`config.mk`:
```
export PLATFORM = sky130hd
export DESIGN_NAME = bcd_serializer
export DESIGN_NICKNAME = d
export VERILOG_FILES = /design/src/rtl/bcd_ser_pkg.sv /design/src/rtl/bcd_fifo.sv /design/src/rtl/bcd_serializer.sv
export SDC_FILE = /design/constraint.sdc
export NUM_CORES = 1
export LEC_CHECK = 0
export CAP_MARGIN = 20
export CORE_MARGIN = 2
export CORE_UTILIZATION = 52
export CTS_BUF_LIST = sky130_fd_sc_hd__clkbuf_2 sky130_fd_sc_hd__clkbuf_4 sky130_fd_sc_hd__clkbuf_8
export CTS_CLUSTER_DIAMETER = 80
export CTS_CLUSTER_SIZE = 30
export DETAILED_ROUTE_END_ITERATION = 7
export PLACE_DENSITY_LB_ADDON = 0.2
export SETUP_SLACK_MARGIN = 0.1
export SYNTH_ARGS = -nofsm -noshare
export SYNTH_HDL_FRONTEND = slang
export SYNTH_SLANG_ARGS = --single-unit
```
`constraint.sdc`:
```
create_clock -name clock -period 2.9 [get_ports clock]
set_clock_uncertainty 0.2 [all_clocks]
set_input_delay 0.435 -clock clock [delete_from_list [all_inputs] [get_ports clock]]
set_output_delay 0.435 -clock clock [all_outputs]
set_load 0.05 [all_outputs]
```
`src/rtl/bcd_ser_pkg.sv`:
```
// rtl/bcd_ser_pkg.sv - shared types and constants for the BCD serializer
package bcd_ser_pkg;

    typedef enum logic [1:0] {
        IDLE  = 2'd0,
        SHIFT = 2'd1,
        GAPW  = 2'd2
    } ser_state_t;

    localparam logic [3:0] BCD_MAX = 4'd9;
    localparam logic [7:0] ERR_MAX = 8'hFF;

    // A code is a legal BCD digit when it does not exceed nine.
    function automatic logic is_bcd(input logic [3:0] code);
        return code <= BCD_MAX;
    endfunction

endpackage

```
`src/rtl/bcd_fifo.sv`:
```
// rtl/bcd_fifo.sv - show-ahead digit FIFO, 4 bits wide
module bcd_fifo #(
    parameter int DEPTH = 4
) (
    input  logic       clock,
    input  logic       reset,
    input  logic       push,
    input  logic       pop,
    input  logic [3:0] din,
    output logic [3:0] dout,
    output logic       full,
    output logic       empty
);

    localparam int AW = (DEPTH > 1) ? $clog2(DEPTH) : 1;
    localparam logic [AW:0]   CNT_FULL = (AW + 1)'(DEPTH);
    localparam logic [AW:0]   CNT_ONE  = (AW + 1)'(1);
    localparam logic [AW-1:0] PTR_ONE  = AW'(1);

    logic [3:0]    mem [DEPTH];
    logic [AW-1:0] wptr;
    logic [AW-1:0] rptr;
    logic [AW:0]   count;
    logic          do_push;
    logic          do_pop;

    // Writes are refused when full and reads when empty, so the pointers never overrun.
    assign do_push = push && !full;
    assign do_pop  = pop && !empty;

    assign full  = (count == CNT_FULL);
    assign empty = (count == '0);
    assign dout  = mem[rptr];

    // Pointer and occupancy bookkeeping; power-of-two depth lets the pointers wrap naturally.
    always_ff @(posedge clock) begin
        if (!reset) begin
            wptr  <= '0;
            rptr  <= '0;
            count <= '0;
        end else begin
            if (do_push) begin
                wptr <= wptr + PTR_ONE;
            end
            if (do_pop) begin
                rptr <= rptr + PTR_ONE;
            end
            case ({do_push, do_pop})
                2'b10:   count <= count + CNT_ONE;
                2'b01:   count <= count - CNT_ONE;
                default: count <= count;
            endcase
        end
    end

    // Storage array; contents are don't-care until written, so it carries no reset.
    always_ff @(posedge clock) begin
        if (do_push) begin
            mem[wptr] <= din;
        end
    end

endmodule

```
`src/rtl/bcd_serializer.sv`:
```
// rtl/bcd_serializer.sv - buffers BCD digits and shifts them out MSB-first on linea
module bcd_serializer
    import bcd_ser_pkg::*;
#(
    parameter int DEPTH        = 4,
    parameter int GAP          = 0,
    parameter bit DROP_INVALID = 1'b1
) (
    input  logic       clock,
    input  logic       reset,
    input  logic       in_valid,
    output logic       in_ready,
    input  logic [3:0] in_data,
    output logic       linea,
    output logic       linea_valid,
    output logic       digit_start,
    output logic       busy,
    output logic [7:0] err_cnt
);

    localparam logic [2:0] GAP_CYC = 3'(GAP);

    ser_state_t state;
    ser_state_t next_state;

    logic [3:0] head;
    logic       full;
    logic       empty;
    logic       push;
    logic       pop;
    logic       load;
    logic       head_ok;
    logic       head_loadable;
    logic       head_dropped;

    logic [3:0] shreg;
    logic [1:0] bitcnt;
    logic [2:0] gapcnt;

    // Accept only when there is room; a pop in the same cycle does not open a slot early.
    assign in_ready = !full;
    assign push     = in_valid && in_ready;

    bcd_fifo #(
        .DEPTH (DEPTH)
    ) u_fifo (
        .clock (clock),
        .reset (reset),
        .push  (push),
        .pop   (pop),
        .din   (in_data),
        .dout  (head),
        .full  (full),
        .empty (empty)
    );

    // A head code is shifted unless it is out of range and dropping is enabled.
    assign head_ok       = is_bcd(head);
    assign head_loadable = !empty && (head_ok || !DROP_INVALID);
    assign head_dropped  = !empty && !head_ok && DROP_INVALID;

    // State register; reset abandons any digit in flight.
    always_ff @(posedge clock) begin
        if (!reset) begin
            state <= IDLE;
        end else begin
            state <= next_state;
        end
    end

    // Next-state and FIFO pop decision.
    always_comb begin
        next_state = state;
        pop        = 1'b0;
        load       = 1'b0;
        case (state)
            IDLE: begin
                if (head_loadable) begin
                    pop        = 1'b1;
                    load       = 1'b1;
                    next_state = SHIFT;
                end else if (head_dropped) begin
                    pop = 1'b1;
                end
            end
            SHIFT: begin
                if (bitcnt == 2'd0) begin
                    if (GAP != 0) begin
                        next_state = GAPW;
                    end else if (head_loadable) begin
                        pop  = 1'b1;
                        load = 1'b1;
                    end else begin
                        next_state = IDLE;
                    end
                end
            end
            GAPW: begin
                if (gapcnt <= 3'd1) begin
                    next_state = IDLE;
                end
            end
            default: next_state = IDLE;
        endcase
    end

    // Shift register and bit counter: load on pop, otherwise shift left while shifting.
    always_ff @(posedge clock) begin
        if (!reset) begin
            shreg  <= '0;
            bitcnt <= '0;
        end else if (load) begin
            shreg  <= head;
            bitcnt <= 2'd3;
        end else if (state == SHIFT) begin
            shreg  <= {shreg[2:0], 1'b0};
            bitcnt <= bitcnt - 2'd1;
        end
    end

    // Gap counter: armed on the last bit of a digit, counts down while waiting.
    always_ff @(posedge clock) begin
        if (!reset) begin
            gapcnt <= '0;
        end else if (state == SHIFT && bitcnt == 2'd0 && GAP != 0) begin
            gapcnt <= GAP_CYC;
        end else if (state == GAPW) begin
            gapcnt <= gapcnt - 3'd1;
        end
    end

    // Out-of-range code counter, counted on every pop of such a code and saturating.
    always_ff @(posedge clock) begin
        if (!reset) begin
            err_cnt <= '0;
        end else if (pop && !head_ok && err_cnt != ERR_MAX) begin
            err_cnt <= err_cnt + 8'd1;
        end
    end

    // Serial line outputs, driven only while a payload bit is present.
    always_comb begin
        linea       = 1'b0;
        linea_valid = 1'b0;
        digit_start = 1'b0;
        if (state == SHIFT) begin
            linea       = shreg[3];
            linea_valid = 1'b1;
            digit_start = (bitcnt == 2'd3);
        end
    end

    assign busy = !empty || (state != IDLE);

endmodule

```
==> flow_summary.yaml <==
cells_and_area:
  drive_gt1_share_pct: 17.35
  diodes: 0
  nets: 211
  areaGrowthSynthToFinish_pct: 20.37
worst_setup_path:
  critPathSlowestCell: "mux4_2"
  path_cells: "mux4_2 > o21a_4 > a21oi_4 > ha_4 > inv_1 > fa_2 > xor2_1 > or3_1 > a21oi_1"
  crit_buf_inv: 1
  cp-start-kind: "flop"
  crit_type: "reg2reg"
  cp.required_ns: 2.99
  endpoint_kind: "flop"
  critPathMaxFanout: 4
  slowest_delay_ns: 0.53
  r2r_slack_ns: 0.14
  arrival_ns: 2.85
  crit_family: "compound AO/OA/AOI/OAI gates"
placement:
  gp_congestion: 0.7824
  dp_hpwl_um: 2606
  io_buffers: 19
routing:
  drtPass1Iterations: 4
  drc: 0
  final_antenna_net_count: 0
  via_count: 1358
  viasPerCell: 5.612
  initialDrtViolationCount: 70
  wl_um: 3592
  post_drt_wl_per_cell_um: 14.84
floorplanning:
  fp.coreArea_um2: 3416
  die_w_um: 64.52
  die_h_um: 64.52
  io_pins: 20
  initial_core_util_pct: 55.75
  rows: 21
  dieArea_um2: 4162
sta:
  hold_viol_final: 0
  rsz0062_at_grt: "true"
  setup_tns_ns: 0
  drv_slew: 0
  fin_crit_sh_pct: 95.21
  setup_viol: 0
  post-route-min-period_ns: 2.761
  max_clock_freq_ghz: 0.3622
  slew_headroom_pct: 66.32
  tightest_slew_ns: 0.5036
power:
  powerDensity_nw_per_um2: 926.7
  ir_worst_vdd_uv: 458.4
  power_leakage_nw: 0.8264
  total_power_mw: 2.124
synthesis:
  synth-seq-cells: 40
  synth_cell_types: 50
  synth.top_cells.by_count: "dfxtp_1 (24), edfxtp_1 (16), inv_1 (15)"
  synth_top_cell_by_area: "dfxtp_1"
  synth_edf_count: 16
  syn_inst: 167
  async_flop_share_pct: 0
  seq_area_frac_synth_pct: 50.46
  synth_most_common_cell: "dfxtp_1"
  syn_area_per_cell_um2: 11.40
  yosys_warnings: 0
  synth.cell_area_um2: 1904
  ys.flop_type: "dfxtp_1"
  syn_nets: 183
  synth_top_area_share_pct: 25.23
  synthTopCellsByArea: "dfxtp_1 (25%), edfxtp_1 (25%), ha_1 (5.3%)"
grt:
  grt_pass1_vias: 1303
  grtUsageTotal_pct: 19.45
  grt-ovfl-total: 0
  grt_pass1_wl_um: 6037
  antenna_found_initial: 0
  grt_max_degree: 20
clock_network:
  cts-hold-fix-buffers: 0
  cts_tree: "built"
  clk_pin_slew_worst_paths_ns: 0.13
  clock-sinks: 40
  clockRootBuffer: "clkbuf_4"
  numCtsBuffers: 5
  clockBufferDepth: 2
  clk_latency_ns: 0.36
  htreeDepth: 2
job:
  cap_viol_max_count: 0
run_status:
  status: "finished clean"
hold_path:
  worstHoldPathType: "reg2reg"
-- cell usage in the layout (no fill, tap or decap), drive strengths merged, types with 3 or more instances in the layout --
cell           Yosys  final
nand2             10     10
or4                4      4
or3                4      4
o221a              3      3
clkbuf             2      5
buf                3      7
inv               15     16
ha                 8      8
and2               7      7
a21oi             12     12
clkdlybuf4s50      0     18
nand2b             5      5
nand4              3      3
nor2               7      7
o21ai              5      5
o31ai              4      4
dfxtp             24     24
edfxtp            16     16
and3               4      4
mux4               4      4
mux2i              4      4
a211oi             3      3
-- metal layers --
| metal | vias to the layer above | share of wire (%) | wire length [µm] | track usage [%] |
|---|---|---|---|---|
| met5 | - | 0 | 0 | 0 |
| met3 | 8 | 3.8 | 136 | 5.729 |
| met1 | 649 | 44 | 1578 | 22.37 |
| met4 | 0 | 2.6 | 95 | 7.979 |
| li1 | 676 | - | - | - |
| met2 | 25 | 50 | 1782 | 33.85 |
-- kinds of logic (layout without fill, tap and decap cells) --
| family | count (synthesis) | count (layout) | synth area share [%] |
|---|---|---|---|
| xor+xnor | 3 | 3 | 1.380 |
| compound gates | 38 | 38 | 15.18 |
| simple gates | 49 | 49 | 14.78 |
| buf+inv | 20 | 49 | 4.861 |
| mux | 8 | 8 | 7.030 |
| fa+ha+maj | 9 | 9 | 6.308 |
| flops | 40 | 40 | 50.46 |
-- registers in the layout, summed over array words and instances, names as in the netlist, named ones only --
name and flops:
u_fifo.count 3, u_fifo.mem 16, shreg 4, state 1
bitcnt 2, u_fifo.wptr 2, err_cnt 8, u_fifo.rptr 2
-- report_power, final --
part	switching (mW)	total [mW]	internal, mW
Combinational	0.544	0.943	0.399
Sequential	0.105	0.801	0.697
Clock	0.196	0.380	0.184
Total	0.845	2.12	1.28
-- final timing paths --
check,end,cells after the start,start
setup / recovery,u_fifo.count[2]$_SDFFE_PN0P_,9,flop
setup reg to reg,u_fifo.count[2]$_SDFFE_PN0P_,9,flop
hold / removal,u_fifo.rptr[1]$_SDFFE_PN0P_,2,u_fifo.rptr[1]$_SDFFE_PN0P_
hold reg to reg,u_fifo.rptr[1]$_SDFFE_PN0P_,2,u_fifo.rptr[1]$_SDFFE_PN0P_
-- layout make-up --
class                           count  area [µm²]
Fill cell                         285        1124
Tap cell                           46       57.56
Inverter                           15       56.30
Timing Repair Buffer               26       245.2
Multi-Input combinational cell    107       884.6
Clock buffer                        5       37.54
Sequential cell                    40       964.7
Clock inverter                      3       46.29
-- worst min-delay path: cells and delay by family (launching register included) --
family	cells	cell delay [ns]
flip-flops	1	0.33
AND/OR/NAND/NOR	1	0.05
multiplexers	1	0.07
-- through the flow --
| stage | area, µm² | worst slack, ns | hold slack, ns | utilization (%) | instances |
|---|---|---|---|---|---|
| finish | 2292 | 0.1389 | 0.2900 | 67.11 | 242 |
| global route | 2292 | 0.02665 | 0.3222 | 67.11 | 242 |
| CTS | 2277 | 0.1002 | 0.2909 | 66.67 | 241 |
| detailed placement | 2158 | 0.02106 | 0.2749 | 63.19 | 230 |
| global placement | 2158 | 0.1282 | 0.2576 | 63.19 | 230 |
| floorplan | 1924 | 0.1157 | 0.2451 | - | 167 |
-- what timing repair did --
action,CTS,global route
setup buffers,3,1
endpoints found under the hold margin,0,0
setup endpoints to repair,1,2
pin swaps,4,1
resized for setup,2,2
(Power assumes the default switching activity.)
